$ cat src/rtl/sic1_sequencer.sv
// SIC1 (SUBLEQ) instruction sequencer: fetch, operand load, subtract, write-back, branch.
// Optional single-step input enabled by defining SIC1_STEP_EN.
module sic1_sequencer #(
  parameter logic [7:0] RESET_PC = 8'd0,
  parameter logic [7:0] ADDR_MAX = 8'd252
) (
  input  logic       clk,
  input  logic       rst_n,
  input  logic       run,
`ifdef SIC1_STEP_EN
  input  logic       step,
`endif
  output logic       busy,
  output logic       halted,
  output logic [7:0] pc,
  output logic [5:0] ra_addr,
  output logic [5:0] rb_addr,
  output logic [1:0] pc_low,
  output logic [1:0] rb_byte_idx,
  input  logic [7:0] in_A,
  input  logic [7:0] in_B,
  input  logic [7:0] in_C,
  input  logic [7:0] rb_byte,
  output logic       wr_en,
  output logic [7:0] wr_addr,
  output logic [7:0] wr_byte
);

  typedef enum logic [2:0] {
    S_IDLE, S_FETCH, S_DECODE, S_LOAD_A, S_LOAD_B, S_WRITE, S_HALT
  } state_t;

  state_t     state_q, state_d;
  logic [7:0] pc_q, pc_d;
  logic [7:0] a_q, a_d, b_q, b_d, c_q, c_d;
  logic [7:0] va_q, va_d, vb_q, vb_d;
  logic [5:0] ra_q, ra_d, rb_q, rb_d;
  logic [1:0] rbi_q, rbi_d;
  logic       wr_en_q, wr_en_d;
  logic [7:0] wr_addr_q, wr_addr_d, wr_byte_q, wr_byte_d;
  logic       busy_q, busy_d, halted_q, halted_d;
  logic       single_q, single_d;
  logic       start_c, single_c, taken_c, halt_c;
  logic [7:0] r_c;
  logic [8:0] next_pc_c;

  // Start condition from IDLE; a step request runs one instruction only
`ifdef SIC1_STEP_EN
  assign start_c  = (run | step) & ~halted_q;
  assign single_c = step;
`else
  assign start_c  = run & ~halted_q;
  assign single_c = 1'b0;
`endif

  // Subtract result, branch decision and 9-bit next PC
  assign r_c       = va_q - vb_q;
  assign taken_c   = (r_c == 8'd0) | r_c[7];
  assign next_pc_c = taken_c ? {1'b0, c_q} : ({1'b0, pc_q} + 9'd3);
  assign halt_c    = next_pc_c > {1'b0, ADDR_MAX};

  // State and datapath registers
  always_ff @(posedge clk) begin
    if (!rst_n) begin
      state_q   <= S_IDLE;
      pc_q      <= RESET_PC;
      a_q       <= 8'd0;
      b_q       <= 8'd0;
      c_q       <= 8'd0;
      va_q      <= 8'd0;
      vb_q      <= 8'd0;
      ra_q      <= 6'd0;
      rb_q      <= 6'd0;
      rbi_q     <= 2'd0;
      wr_en_q   <= 1'b0;
      wr_addr_q <= 8'd0;
      wr_byte_q <= 8'd0;
      busy_q    <= 1'b0;
      halted_q  <= 1'b0;
      single_q  <= 1'b0;
    end else begin
      state_q   <= state_d;
      pc_q      <= pc_d;
      a_q       <= a_d;
      b_q       <= b_d;
      c_q       <= c_d;
      va_q      <= va_d;
      vb_q      <= vb_d;
      ra_q      <= ra_d;
      rb_q      <= rb_d;
      rbi_q     <= rbi_d;
      wr_en_q   <= wr_en_d;
      wr_addr_q <= wr_addr_d;
      wr_byte_q <= wr_byte_d;
      busy_q    <= busy_d;
      halted_q  <= halted_d;
      single_q  <= single_d;
    end
  end

  // Next-state and next-output logic
  always_comb begin
    state_d   = state_q;
    pc_d      = pc_q;
    a_d       = a_q;
    b_d       = b_q;
    c_d       = c_q;
    va_d      = va_q;
    vb_d      = vb_q;
    ra_d      = ra_q;
    rb_d      = rb_q;
    rbi_d     = rbi_q;
    wr_en_d   = 1'b0;
    wr_addr_d = wr_addr_q;
    wr_byte_d = wr_byte_q;
    halted_d  = halted_q;
    single_d  = single_q;
    case (state_q)
      S_IDLE: begin
        if (start_c) begin
          state_d  = S_FETCH;
          ra_d     = pc_q[7:2];
          rb_d     = pc_q[7:2] + 6'd1;
          single_d = single_c;
        end
      end
      S_FETCH: state_d = S_DECODE;
      S_DECODE: begin
        a_d     = in_A;
        b_d     = in_B;
        c_d     = in_C;
        ra_d    = in_A[7:2];
        rb_d    = in_B[7:2];
        rbi_d   = in_B[1:0];
        state_d = S_LOAD_A;
      end
      S_LOAD_A: begin
        va_d    = rb_byte;
        state_d = S_LOAD_B;
      end
      S_LOAD_B: begin
        vb_d      = rb_byte;
        wr_en_d   = 1'b1;
        wr_addr_d = a_q;
        wr_byte_d = va_q - rb_byte;
        state_d   = S_WRITE;
      end
      S_WRITE: begin
        single_d = 1'b0;
        if (halt_c) begin
          halted_d = 1'b1;
          state_d  = S_HALT;
        end else begin
          pc_d = next_pc_c[7:0];
          if (run && !single_q) begin
            state_d = S_FETCH;
            ra_d    = next_pc_c[7:2];
            rb_d    = next_pc_c[7:2] + 6'd1;
          end else begin
            state_d = S_IDLE;
          end
        end
      end
      S_HALT:  state_d = S_HALT;
      default: state_d = S_IDLE;
    endcase
    busy_d = (state_d != S_IDLE) && (state_d != S_HALT);
  end

  // In DECODE the A operand address only exists on in_A, so it is forwarded directly
  assign rb_addr     = (state_q == S_DECODE) ? in_A[7:2] : rb_q;
  assign rb_byte_idx = (state_q == S_DECODE) ? in_A[1:0] : rbi_q;

  // Write is suppressed in a cycle where reset is asserted
  assign wr_en   = wr_en_q & rst_n;
  assign wr_addr = wr_addr_q;
  assign wr_byte = wr_byte_q;
  assign ra_addr = ra_q;
  assign pc      = pc_q;
  assign pc_low  = pc_q[1:0];
  assign busy    = busy_q;
  assign halted  = halted_q;

endmodule
$ cat config.mk
export PLATFORM = sky130hd
export DESIGN_NAME = sic1_sequencer
export DESIGN_NICKNAME = d
export VERILOG_FILES = /design/src/rtl/sic1_sequencer.sv
export SDC_FILE = /design/constraint.sdc
export NUM_CORES = 1
export LEC_CHECK = 0
export ABC_AREA = 0
export ABC_CLOCK_PERIOD_IN_PS = 5130
export BUFFER_PORTS_ARGS = -buffer_cell sky130_fd_sc_hd__buf_2
export CAP_MARGIN = 20
export CORE_ASPECT_RATIO = 2
export CORE_MARGIN = 10
export CORE_UTILIZATION = 55
export CTS_BUF_LIST = sky130_fd_sc_hd__clkbuf_2 sky130_fd_sc_hd__clkbuf_4 sky130_fd_sc_hd__clkbuf_8
export DETAILED_ROUTE_END_ITERATION = 8
export GPL_TIMING_DRIVEN = 0
export HOLD_SLACK_MARGIN = 0.02
export PLACE_DENSITY = 0.79
export SYNTH_ARGS = -nofsm -noshare
export SYNTH_HDL_FRONTEND = slang
export SYNTH_SLANG_ARGS = --single-unit
$ cat constraint.sdc
create_clock -name clk -period 5.13 [get_ports clk]
set_clock_uncertainty 0.2 [all_clocks]
set_input_delay 1.539 -clock clk [delete_from_list [all_inputs] [get_ports clk]]
set_output_delay 1.539 -clock clk [all_outputs]
set_load 0.05 [all_outputs]
* After elaboration in Yosys (flattened, before gate mapping) *
Cells that the tools add are included.

storage, ports and cells
  bits in registers = 77
  output and inout port bits = 43

cells by class
  magnitude comparators = 1
  add/subtract/negate cells = 5
  bitwise gates (word level) = 5
  equal/unequal tests = 10
  multiplexer cells = 18
  reduce and logical (&&, ||, !) cells = 12

operator list
  operator             number
  $mux 6               7
  $pmux 6 s3           2
  $pmux 3 s7           1
  $sub 8x8->8          2
  $add 6x1->6 const B  2
  $add 8x2->9 const B  1
  $eq 3x3->1 const B   3
  $gt 9x8->1 const B   1
  $mux 9               1
  $logic_not 8->1      1
  $eq 3x2->1 const B   2
  $mux 3               2
  $ne 2x2->1 const B   3
  $reduce_and 2->1     3
  $reduce_bool 3->1    2
  $reduce_and 4->1     1
  $eq 3x1->1 const B   1
  $logic_not 3->1      1
  $mux 1               3
  $ne 3x3->1 const B   1
  $and 1x1->1          2
  $logic_and 1x1->1    2
  $mux 2               1
  $not 1->1            2
  other kinds (4)      4

* Logic depth before layout (Yosys ltp) *
  word-level depth = 9
  gate-level depth with buffers = 15
  mapped depth without buffers = 14

* Least setup slack after synthesis *
OpenSTA, ideal clock, no wires.

  kind = input to output
  start = input port rst_n
  end = output port wr_en
  arrival = 2.246 ns
  stages = 2
  path slack = 1.145 ns
  buffers on the path = 1
  cells stage by stage = clkbuf_1 and2_1

between the ends
  cells in the longest elaborated chain, start to end = 1

ends and longest elaborated chain
  what         RTL line  source
  from (decl)  8         input logic rst_n,
  $and 1x1->1  175       assign wr_en = wr_en_q & rst_n;
  to (decl)    24        output logic wr_en,

No other way between the ends.

* Worst setup path in the final report *
  start = register state_q[1]
  end = output port rb_addr[2]

between the ends
  cells in the longest elaborated chain, start to end = 2

ends and longest elaborated chain
  what                    RTL line  source
  from (decl)             33        state_t state_q, state_d;
  from (signal assigned)  82        state_q <= state_d;
  $eq 3x2->1              171       assign rb_addr = (state_q == S_DECODE) ? in_A[7:2] : rb_q;
  $mux 6                  171
  to (decl)               17        output logic [5:0] rb_addr,

No other way between the ends.

==> flow_metrics.tcl <==
set metrics [dict create \
    period_share 0.854 \
    hold_viol_final 0 \
    die_h_um 146 \
    max_cap_viol_count 0 \
    synth_flop_cell "dfxtp_1" \
    clk_pin_slew_worst_paths_ns 0.08 \
    postRouteAntennaNets 0 \
    pin_count 78 \
    final_cell_area_um2 5050 \
    end_kind "output pin" \
    ys_top_cells_by_area "dfxtp_1 (35%), nand2_1 (11%), a21oi_1 (7.6%), ha_1 (4.6%), nor2_1 (2.4%)" \
    drv_slew 0 \
    area_growth_pct 15.5 \
    synth_cells 557 \
    num_vias 4309 \
    synth_area_um2 4370 \
    antenna_found_initial 0 \
    grt_max_degree 14 \
    hold_class "flip-flop to flip-flop" \
    cts_resized 0 \
    synth_edf_count 0 \
    cellLeakagePower_nw 2.13 \
    grtUsageTotal 0.198 \
    synthTopCellsByCount "nand2_1 (127), dfxtp_1 (76), a21oi_1 (66), nor2_1 (28), inv_1 (25)" \
    grt_pass1_wl_um 20400 \
    dieArea_um2 12100 \
    yosysTopAreaCell "dfxtp_1" \
    syn_nets 610 \
    yosys_register_bits 76 \
    placement.io_buffers 77 \
    synth-async-reset-ratio 0 \
    wl_per_cell_um 16.4 \
    num_antenna_cells 0 \
    critical_path_class "flip-flop to output pin" \
    first_pass_iters 6 \
    numCtsBuffers 9 \
    initial_utilization 0.559 \
    rows 46 \
    synth.distinct_cells 70 \
    worstSkewPairLatency_ns 0.36 \
    postCtsSetupBuffers 0 \
    clk_path_buf_depth 2 \
    hold_buffers 0 \
    dpl.hpwl_um 9430 \
    initialDrtViolationCount 375 \
    slew_headroom 0.282 \
    n_fill_cell 747 \
    ir_drop_v 0.000214 \
    cp.required_ns 3.39 \
    synth.top_cell.area_share 0.348 \
    worst_slew_pin_slew_ns 1.07 \
    critPathMaxFanout 10 \
    core-area_um2 7830 \
    grt_overflow 0 \
    place.gp.congestion 0.931 \
    finalSetupViolCount 0 \
    yosys.cell_count.top_type "nand2_1" \
    clock-sinks 76 \
    powerDensity_nw_per_um2 295 \
    cts_root_buf "clkbuf_8" \
    yosysSeqAreaShare 0.348 \
    drive_above_1_share 0.198 \
    yosys_warnings 0 \
    tritoncts "built" \
    placed_cell_area_um2 4880 \
    critPathLaunchType "flip-flop" \
    synth.avg_cell_area_um2 7.85 \
    avgViaCountPerCell 5.78 \
    drc 0 \
    status "complete, no violations" \
    nets 698 \
    fmax_ghz 0.228 \
    worst-endpoint-arrival_ns 2.64 \
    routed_wl_um 12200 \
    tns_ns 0 \
    rsz0062_at_grt "no" \
    finalCriticalPeriod_ns 4.38 \
    die_x_um 83.1 \
    cts-htree-levels 3 \
    first_global_vias 4190 \
]
## routing by layer
metal / up-vias / wire length [um] / track usage
met3: 32 / 856 / 0.0574
met1: 1999 / 5300 / 0.240
li1: 2114 / - / -
met4: 0 / 320 / 0.0813
met5: - / 0 / 0
met2: 164 / 5750 / 0.316
## cells by family after synthesis
family                     Yosys count  share of synthesized area
xor gates and xnor gates            14                     0.0280
buffers and inverters               62                     0.0601
muxes                                9                     0.0217
and+or+nand+nor                    226                      0.234
adders and majority gates           18                     0.0549
AOI/OAI and AO/OA                  152                      0.253
DFF                                 76                      0.348
## layout by cell type (no fill, tap or decap), types with 3 or more instances in the layout
cell	instances
nand2_1	127
buf_2	83
dfxtp_1	76
a21oi_1	66
nor2_1	28
inv_1	25
clkbuf_1	23
o21ai_0	17
ha_1	16
nor3_1	14
nand3_1	12
clkbuf_8	9
xnor2_1	8
and2_1	7
nor2b_1	6
xor2_1	6
nand4_1	6
or3_1	6
o21a_1	5
a21boi_0	5
o211a_1	5
mux2i_1	5
nor3b_1	4
buf_4	4
o211ai_1	4
o2111ai_1	4
a211oi_1	4
nand2b_1	3
a21o_1	3
mux2_2	3
a211oi_4	3
o211ai_4	3
o221ai_1	3
clkinv_2	3
## final timing paths
| path | startpoint | to | slack [ns] | cells past startpoint |
|---|---|---|---|---|
| max | state_q[1] | rb_addr[2] | 0.75 | 7 |
| min | wr_byte[3] | wr_byte[3] | 0.25 | 2 |
| max reg2reg | va_q[1] | rb_q[4] | 1.52 | 12 |
| min reg2reg | wr_byte[3] | wr_byte[3] | 0.25 | 2 |
## metrics by stage
| step | hold slack (ns) | util | worst slack, ns | cells | power (mW) |
|---|---|---|---|---|---|
| global placement | 0.237 | 0.623 | 0.805 | 730 | 1.07 |
| floorplan | 0.232 | - | 1.15 | 557 | 0.972 |
| finish | 0.249 | 0.645 | 0.750 | 746 | 1.49 |
| global route | 0.278 | 0.645 | 0.598 | 746 | 1.55 |
| detailed placement | 0.242 | 0.623 | 0.844 | 730 | 1.08 |
| CTS | 0.253 | 0.645 | 0.808 | 746 | 1.49 |
## final cells by class
cell class	instances	area, um2	area share
plain buffers	35	161	0.0320
clock buffers	10	131	0.0260
clock inverters	6	40.0	0.00793
inverters	27	101	0.0201
multi-input cells	419	2590	0.513
flip-flops and latches	76	1520	0.301
well taps	96	120	0.0238
repair buffers	77	385	0.0763
## worst max-delay path, stage by stage, from the launching register on
cell	delay, ns
dfxtp_1	0.39
clkbuf_1	0.33
and3_1	0.22
clkbuf_1	0.33
clkbuf_1	0.42
nand2_1	0.22
nand2_1	0.10
buf_2	0.27
## registers in the layout (all words and copies together), names as in the netlist
signal,cells
state_q,3
ra_addr,6
va_q,8
rbi_q,2
wr_addr,8
c_q,8
vb_q,8
wr_en_q,1
a_q,8
halted,1
rb_q,6
busy,1
wr_byte,8
pc,8
## report_power, final
part | leakage [nW] | internal (mW) | switching (mW)
clock | 0.0898 | 0.181 | 0.238
combinational | 1.42 | 0.143 | 0.293
sequential | 0.616 | 0.615 | 0.0178
total | 2.13 | 0.939 | 0.549
No activity file was read; power rests on OpenSTA's default activity.
